$ cat config.mk
export PLATFORM = sky130hd
export DESIGN_NAME = mux4_rr_arbiter
export DESIGN_NICKNAME = d
export VERILOG_FILES = /design/src/rtl/mux4_rr_arbiter.sv
export SDC_FILE = /design/constraint.sdc
export NUM_CORES = 1
export LEC_CHECK = 0
export ABC_AREA = 1
export CELL_PAD_IN_SITES_DETAIL_PLACEMENT = 2
export CELL_PAD_IN_SITES_GLOBAL_PLACEMENT = 2
export CORE_UTILIZATION = 21
export DETAILED_ROUTE_END_ITERATION = 8
export MAX_ROUTING_LAYER = met4
export PLACE_DENSITY = 0.93
export SLEW_MARGIN = 0
export SYNTH_ARGS = -nofsm -noshare
export SYNTH_HDL_FRONTEND = slang
export SYNTH_SLANG_ARGS = --single-unit
$ cat constraint.sdc
create_clock -name clk -period 6.1 [get_ports clk]
set_clock_uncertainty 0.05 [all_clocks]
set_input_delay 1.22 -clock clk [delete_from_list [all_inputs] [get_ports clk]]
set_output_delay 1.22 -clock clk [all_outputs]
set_load 0.05 [all_outputs]
$ cat src/rtl/mux4_rr_arbiter.sv
// Round-robin arbiter steering four valid/ready lanes onto one registered W-bit output channel.
// Define ARB_BURST_LOCK_EN to hold a grant across beats until in_last or MAX_BURST beats.
module mux4_rr_arbiter #(
    parameter int W         = 8,
    parameter int MAX_BURST = 8
) (
    input  logic           clk,
    input  logic           rst_n,
    input  logic [3:0]     in_valid,
    input  logic [3:0]     in_last,
    input  logic [4*W-1:0] in_data,
    output logic [3:0]     in_ready,
    output logic           out_valid,
    output logic [W-1:0]   out_data,
    output logic           out_last,
    output logic [1:0]     out_src,
    input  logic           out_ready,
    output logic [1:0]     sel,
    output logic           busy
);

    typedef enum logic {
        IDLE  = 1'b0,
        GRANT = 1'b1
    } state_t;

    state_t     state, state_nxt;
    logic [1:0] ptr, ptr_nxt, sel_nxt;
    logic [1:0] search_base, winner;
    logic       found;
    logic       lane_rdy, xfer, rls;
    logic       burst_end;

    if (MAX_BURST < 1) begin : g_cfg_check
        $error("MAX_BURST must be at least 1");
    end

    // First requesting lane at or after base, wrapping modulo 4.
    function automatic logic [2:0] rr_pick(input logic [3:0] req, input logic [1:0] base);
        logic [2:0] pick;
        logic [1:0] lane;
        pick = 3'b000;
        for (int k = 3; k >= 0; k--) begin
            lane = base + 2'(k);
            if (req[lane]) pick = {1'b1, lane};
        end
        return pick;
    endfunction

`ifdef ARB_BURST_LOCK_EN
    localparam int CNT_W = $clog2(MAX_BURST + 1);

    logic [CNT_W-1:0] beat_cnt, beat_cnt_nxt;

    always_comb begin
        beat_cnt_nxt = beat_cnt + CNT_W'(1);
        burst_end    = in_last[sel] || (beat_cnt_nxt == CNT_W'(MAX_BURST));
    end

    always_ff @(posedge clk or negedge rst_n) begin
        if (!rst_n) begin
            beat_cnt <= '0;
        end else if (rls) begin
            beat_cnt <= '0;
        end else if (xfer) begin
            beat_cnt <= beat_cnt_nxt;
        end
    end
`else
    assign burst_end = 1'b1;
`endif

    always_comb begin
        lane_rdy      = (state == GRANT) && (!out_valid || out_ready);
        in_ready      = 4'b0000;
        in_ready[sel] = lane_rdy;
        xfer          = lane_rdy && in_valid[sel];
        rls           = xfer && burst_end;
        busy          = (state == GRANT);

        // On release the search starts just past the released lane, leaving it last in line.
        search_base      = (state == GRANT) ? (sel + 2'd1) : ptr;
        {found, winner}  = rr_pick(in_valid, search_base);

        state_nxt = state;
        ptr_nxt   = ptr;
        sel_nxt   = sel;
        case (state)
            IDLE: begin
                if (found) begin
                    sel_nxt   = winner;
                    state_nxt = GRANT;
                end
            end
            GRANT: begin
                if (rls) begin
                    ptr_nxt = sel + 2'd1;
                    if (found) begin
                        sel_nxt = winner;
                    end else begin
                        state_nxt = IDLE;
                    end
                end
            end
            default: state_nxt = IDLE;
        endcase
    end

    always_ff @(posedge clk or negedge rst_n) begin
        if (!rst_n) begin
            state <= IDLE;
            ptr   <= 2'd0;
            sel   <= 2'd0;
        end else begin
            state <= state_nxt;
            ptr   <= ptr_nxt;
            sel   <= sel_nxt;
        end
    end

    // Output stage: loads on transfer, drains when the consumer takes the beat.
    always_ff @(posedge clk or negedge rst_n) begin
        if (!rst_n) begin
            out_valid <= 1'b0;
            out_data  <= '0;
            out_last  <= 1'b0;
            out_src   <= 2'd0;
        end else if (xfer) begin
            out_valid <= 1'b1;
            out_data  <= in_data[sel*W +: W];
            out_last  <= in_last[sel];
            out_src   <= sel;
        end else if (out_ready) begin
            out_valid <= 1'b0;
        end
    end

endmodule
* Word-level counts from Yosys, hierarchy flattened
Cells that the tools add are included.
** Storage, ports and cells
- Register bits after elaboration :: 17
- Logic and storage cells :: 55
- Input port bits :: 43
** Operators by class
- Shift operators :: 1
- Muxes and demuxes :: 27
- Eq/ne operators :: 1
- Reductions and logical operators :: 7
- Add/subtract/negate cells :: 4
- Magnitude comparators :: 6
- Bitwise operators :: 2
** Operators by type and width (count)
- variable part select 32 x 6 -> 8 bit :: 1
- < comparator 2 x 3 -> 1 bit, second input constant :: 5
- binary-select mux 1 bit (select 2 bit) :: 6
- 2-to-1 mux 3 bit :: 4
- 2-to-1 mux 1 bit :: 11
- 2-to-1 mux 2 bit :: 3
- adder 2 x 1 -> 2 bit, second input constant :: 2
- adder 2 bit, second input constant :: 2
- bitwise AND 4 bit :: 1
- one-hot mux 2 bit (2 select lines) :: 1
- logical AND 1 bit :: 3
- demux 1 bit (select 2 bit) :: 1
- greater-or-equal comparator 2 x 1 -> 1 bit, second input constant :: 1
- inequality test 2 x 1 -> 1 bit, second input constant :: 1
- one-hot mux 1 bit (2 select lines) :: 1
- AND reduction 2 bit :: 1
- nonzero test 2 bit :: 1
- logical NOT 1 bit :: 1
- logical OR 1 bit :: 1
- NOT 1 bit :: 1

* Depth between registers and ports, before layout
- Depth after elaboration :: 12
- Depth in mapped cells :: 16
- Gate-level depth less buffers :: 14

* Worst setup path after synthesis
No wires, ideal clock.
- Path type :: in2out
- From :: in out_ready
- To :: out in_ready[0]
- Slack :: 2711 ps
- Path buffers :: 0
- Data arrival time :: 2119 ps
- Cell stages on the path :: 2
- Cells stage by stage :: o21ai_0 -> nor2_1
** On the way
- Cells in the longest elaborated chain, start to end :: 3
** Ends and longest elaborated chain
- from (decl) :: RTL line 17 : input logic out_ready,
- logical OR 1 bit :: RTL line 74 : lane_rdy = (state == GRANT) && (!out_valid || out_ready);
- logical AND 1 bit :: RTL line 74
- bitwise AND 4 bit (no source line)
- to (decl) :: RTL line 12 : output logic [3:0] in_ready,
Every way passes these cells.

* Worst setup path in the final report
- From :: in out_ready
- To :: out in_ready[2]
The elaborated chain is that of the path after synthesis.

==> results.md <==
* Status: finished, final reports clean
* Synth unique cells at 18
* Total global-route track usage at 0.169
* I/O Pins at 62
* R2r endpoint: sel[1]$_DFFE_PN0P_
* Hold Path Class: reg -> reg
* Area of the core at a little under 6000 um^2
* Period utilization at 0.691
* Switching Share at 0.584
* Power share of the clock group at 0.070
* Clock-pin slew on the worst setup and hold paths at roughly 0.060 ns
* Share of layout cells above drive strength 1 at 0.0487
* # rows at 28
* Starting DRT DRC Count at 49
* Arr. time, crit path at ~3 ns
* Sequential power share at 0.199
* Critical path required time at 4.83 ns
* Syn_nets at roughly 260
* Power Dens Cells at roughly 590 nW/um^2
* Sequential area share after synthesis at 0.328
* Crit-path cells: clkdlybuf4s50_1, o21ai_0, nor2_1, clkdlybuf4s50_1
* Worst vdd ir at 0.280 mV
* Mean number of vias per cell at 4.67
* Worst-margin pin slew at 0.922 ns
* Yosys reg bits at 17
* Antenna violations before repair at 0
* Drt total wl at 5000 um
* Die H at 80.6 um
* Combinational share of power at 0.732
* DP Area at 1960 um^2
* Final non-filler cell total at about 340
* Top layer reached by signal wires: met4
* Slowest stage delay, CP at 0.72 ns
* Htree depth at 1
* Die footprint at ~6500 um^2
* Post-DP HPWL at roughly 4000 um
* Setup Fix Bufs, Post-CTS at 0
* Mapped Avg Cell Area at roughly 6 um^2
* CTS tree: built
* Design Power at about 0.0012 W
* RSZ-0062 raised after global routing: false
* Root Buffer: clkbuf_8
* CTS buffer count at 3
* Slew headroom at 0.385
* Fmax at ~0.24 GHz
* Via count at 1597
* Crit path max-delay family: buffers and inverters
* ANT nets after route at 0
* Detailed-router iteration count before antenna repair at 4
* Setup-failing EPs final at 0
* NetSw at 0.000696 W
* P_int at between 0.0004 and 0.0005 W
* RR Startpoint: sel[0]$_DFFE_PN0P_
* Crit path launch type: input pin
* Largest net degree at the start of global routing at 29
* DRT met1 WL at about 2100 um
* Worst path bufs/invs at 2
* Critical path origin: out_ready
* Syn. warnings at 0
* Synth Cell Area at approximately 1300 um^2
* Nets@finish at roughly 320
* Critical Path Stages at 4
* R2r setup slk at between 3 and 4 ns
* Die width at just over 80 um
* Vias in the first global route at ~1.6k
* N_diodes at 0
* Final Max Slew Viols at 0
* Final Hold Fails at 0
* Final TNS setup at 0 ns
* Critical path endpoint: in_ready[2]
* Most frequent CP cell: clkdlybuf4s50_1
* Leak at 0.945 nW
* Worst reg-to-reg path cell count at 14
* Average wire per standard cell at around 15 um
* PortBufs at about 60
* Cell count after synthesis at approximately 210
* Max-cap violations at 0
* Post-route cell area at between 2000 and 2500 um^2
* RePlAce Congestion at just over 0.8
* First-pass GRT wire length at roughly 8200 um
* Min Tclk post-route at 4.21 ns
* Residual DRC at 0
* WS Path Type: in -> out
* CTS max path bufs at 2
* Crit-path max FO at 5
* CP endpoint kind: output port
* Post-layout util at 0.337
* Met3 WL at about 140 um
* Initial core utilization at 0.218
* Dpl cells at approximately 340
* TritonCTS Sinks at 17
* CTS Hold Buffers Added at 0
* Post-CTS resize count at 0
* Slowest cell on crit path: clkdlybuf4s50_1
* Area Growth Syn to Fin at 54.7%
* DR WL met2 at roughly 2700 um
* Skew-Pair Late Insertion Delay at around 0.25 ns
* Total gr overflow at 0
-- cell families after synthesis --
| logic type | count (synthesis) | share of synthesized area |
|---|---|---|
| fa+ha+maj | 4 | 0.0385 |
| buf+inv | 27 | 0.0828 |
| simple gates | 126 | 0.390 |
| flops | 17 | 0.328 |
| compound gates | 37 | 0.161 |
-- placed cells by master (no fill, tap or decap), drive strengths merged --
cell type | synthesis | layout
nand2 | 84 | 84
clkdlybuf4s50 | 0 | 61
nor2 | 29 | 29
o21ai | 25 | 25
inv | 18 | 18
dfrtp | 17 | 17
nand3 | 13 | 13
o22ai | 8 | 8
ha | 4 | 4
clkbuf | 4 | 3
o211ai | 2 | 2
a31oi | 1 | 1
a21oi | 1 | 1
clkinv | 0 | 1
-- registers in the layout (all words and copies together) (netlist names) --
signal and flops:
out_data 8, out_src 2, sel 2, out_last 1, busy 1, out_valid 1
ptr 2
-- power groups by stage --
| stage | registers, W | logic [W] | clock network (W) |
|---|---|---|---|
| after global placement | 0.000235 | 0.000843 | 0 |
| after detailed placement | 0.000241 | 0.000880 | 0 |
| final | 0.000237 | 0.000871 | 0.0000833 |
| after global routing | 0.000248 | 0.000971 | 0.0000914 |
| after floorplan | 0.000357 | 0.000484 | 0 |
| after CTS | 0.000238 | 0.000888 | 0.0000873 |
-- stage by stage --
stage / setup WS, ns / hold WS, ns
after global routing: 1.72 / 0.448
after CTS: 1.86 / 0.428
final: 1.89 / 0.420
after global placement: 1.97 / 0.404
after detailed placement: 1.87 / 0.412
after floorplan: 2.71 / 0.480
-- layout make-up --
type                       instances  area [um^2]
clock buffer                       3         41.3
clock inverter                     1         5.00
fill                             729         3950
inverter                          18         67.6
multi-input combinational        167          766
sequential                        17          425
tap                               75         93.8
timing repair buffer              61          611
-- tightest hold or removal path: cells and delay by family (launching register included) --
kind / cells / cell delay (ns)
DFF: 1 / 0.34
and+or+nand+nor: 2 / 0.09
-- routing by layer --
layer  vias up  global-route usage
met5         -                   -
met4         0              0.0464
met3         8              0.0227
met2        33               0.301
met1       773               0.197
li1        783                   -
-- worst min path at each step --
stage / slack (ns) / startpoint / depth (start not counted) / end
after floorplan: 0.48 / ptr[1]$_DFFE_PN0P_ / 2 / ptr[1]$_DFFE_PN0P_
after global placement: 0.40 / out_data[1]$_DFFE_PN0P_ / 2 / out_data[1]$_DFFE_PN0P_
after detailed placement: 0.41 / out_last$_DFFE_PN0P_ / 2 / out_last$_DFFE_PN0P_
after CTS: 0.43 / out_last$_DFFE_PN0P_ / 2 / out_last$_DFFE_PN0P_
after global routing: 0.45 / out_last$_DFFE_PN0P_ / 2 / out_last$_DFFE_PN0P_
final: 0.42 / out_last$_DFFE_PN0P_ / 2 / out_last$_DFFE_PN0P_
-- cell usage after synthesis --
cell	number	area share
o22ai_1	8	0.039
nand2_2	1	0.0048
o21ai_2	2	0.013
nor2_1	26	0.075
buf_2	5	0.019
o211ai_1	2	0.012
inv_1	16	0.046
o21ai_0	23	0.089
dfrtp_1	17	0.33
clkbuf_1	4	0.012
ha_1	4	0.039
a21oi_1	1	0.0038
nand2_4	1	0.0087
a31oi_1	1	0.0048
inv_2	2	0.0058
nor2_2	3	0.014
nand3_1	13	0.050
nand2_1	82	0.24
(Power assumes the default switching activity.)
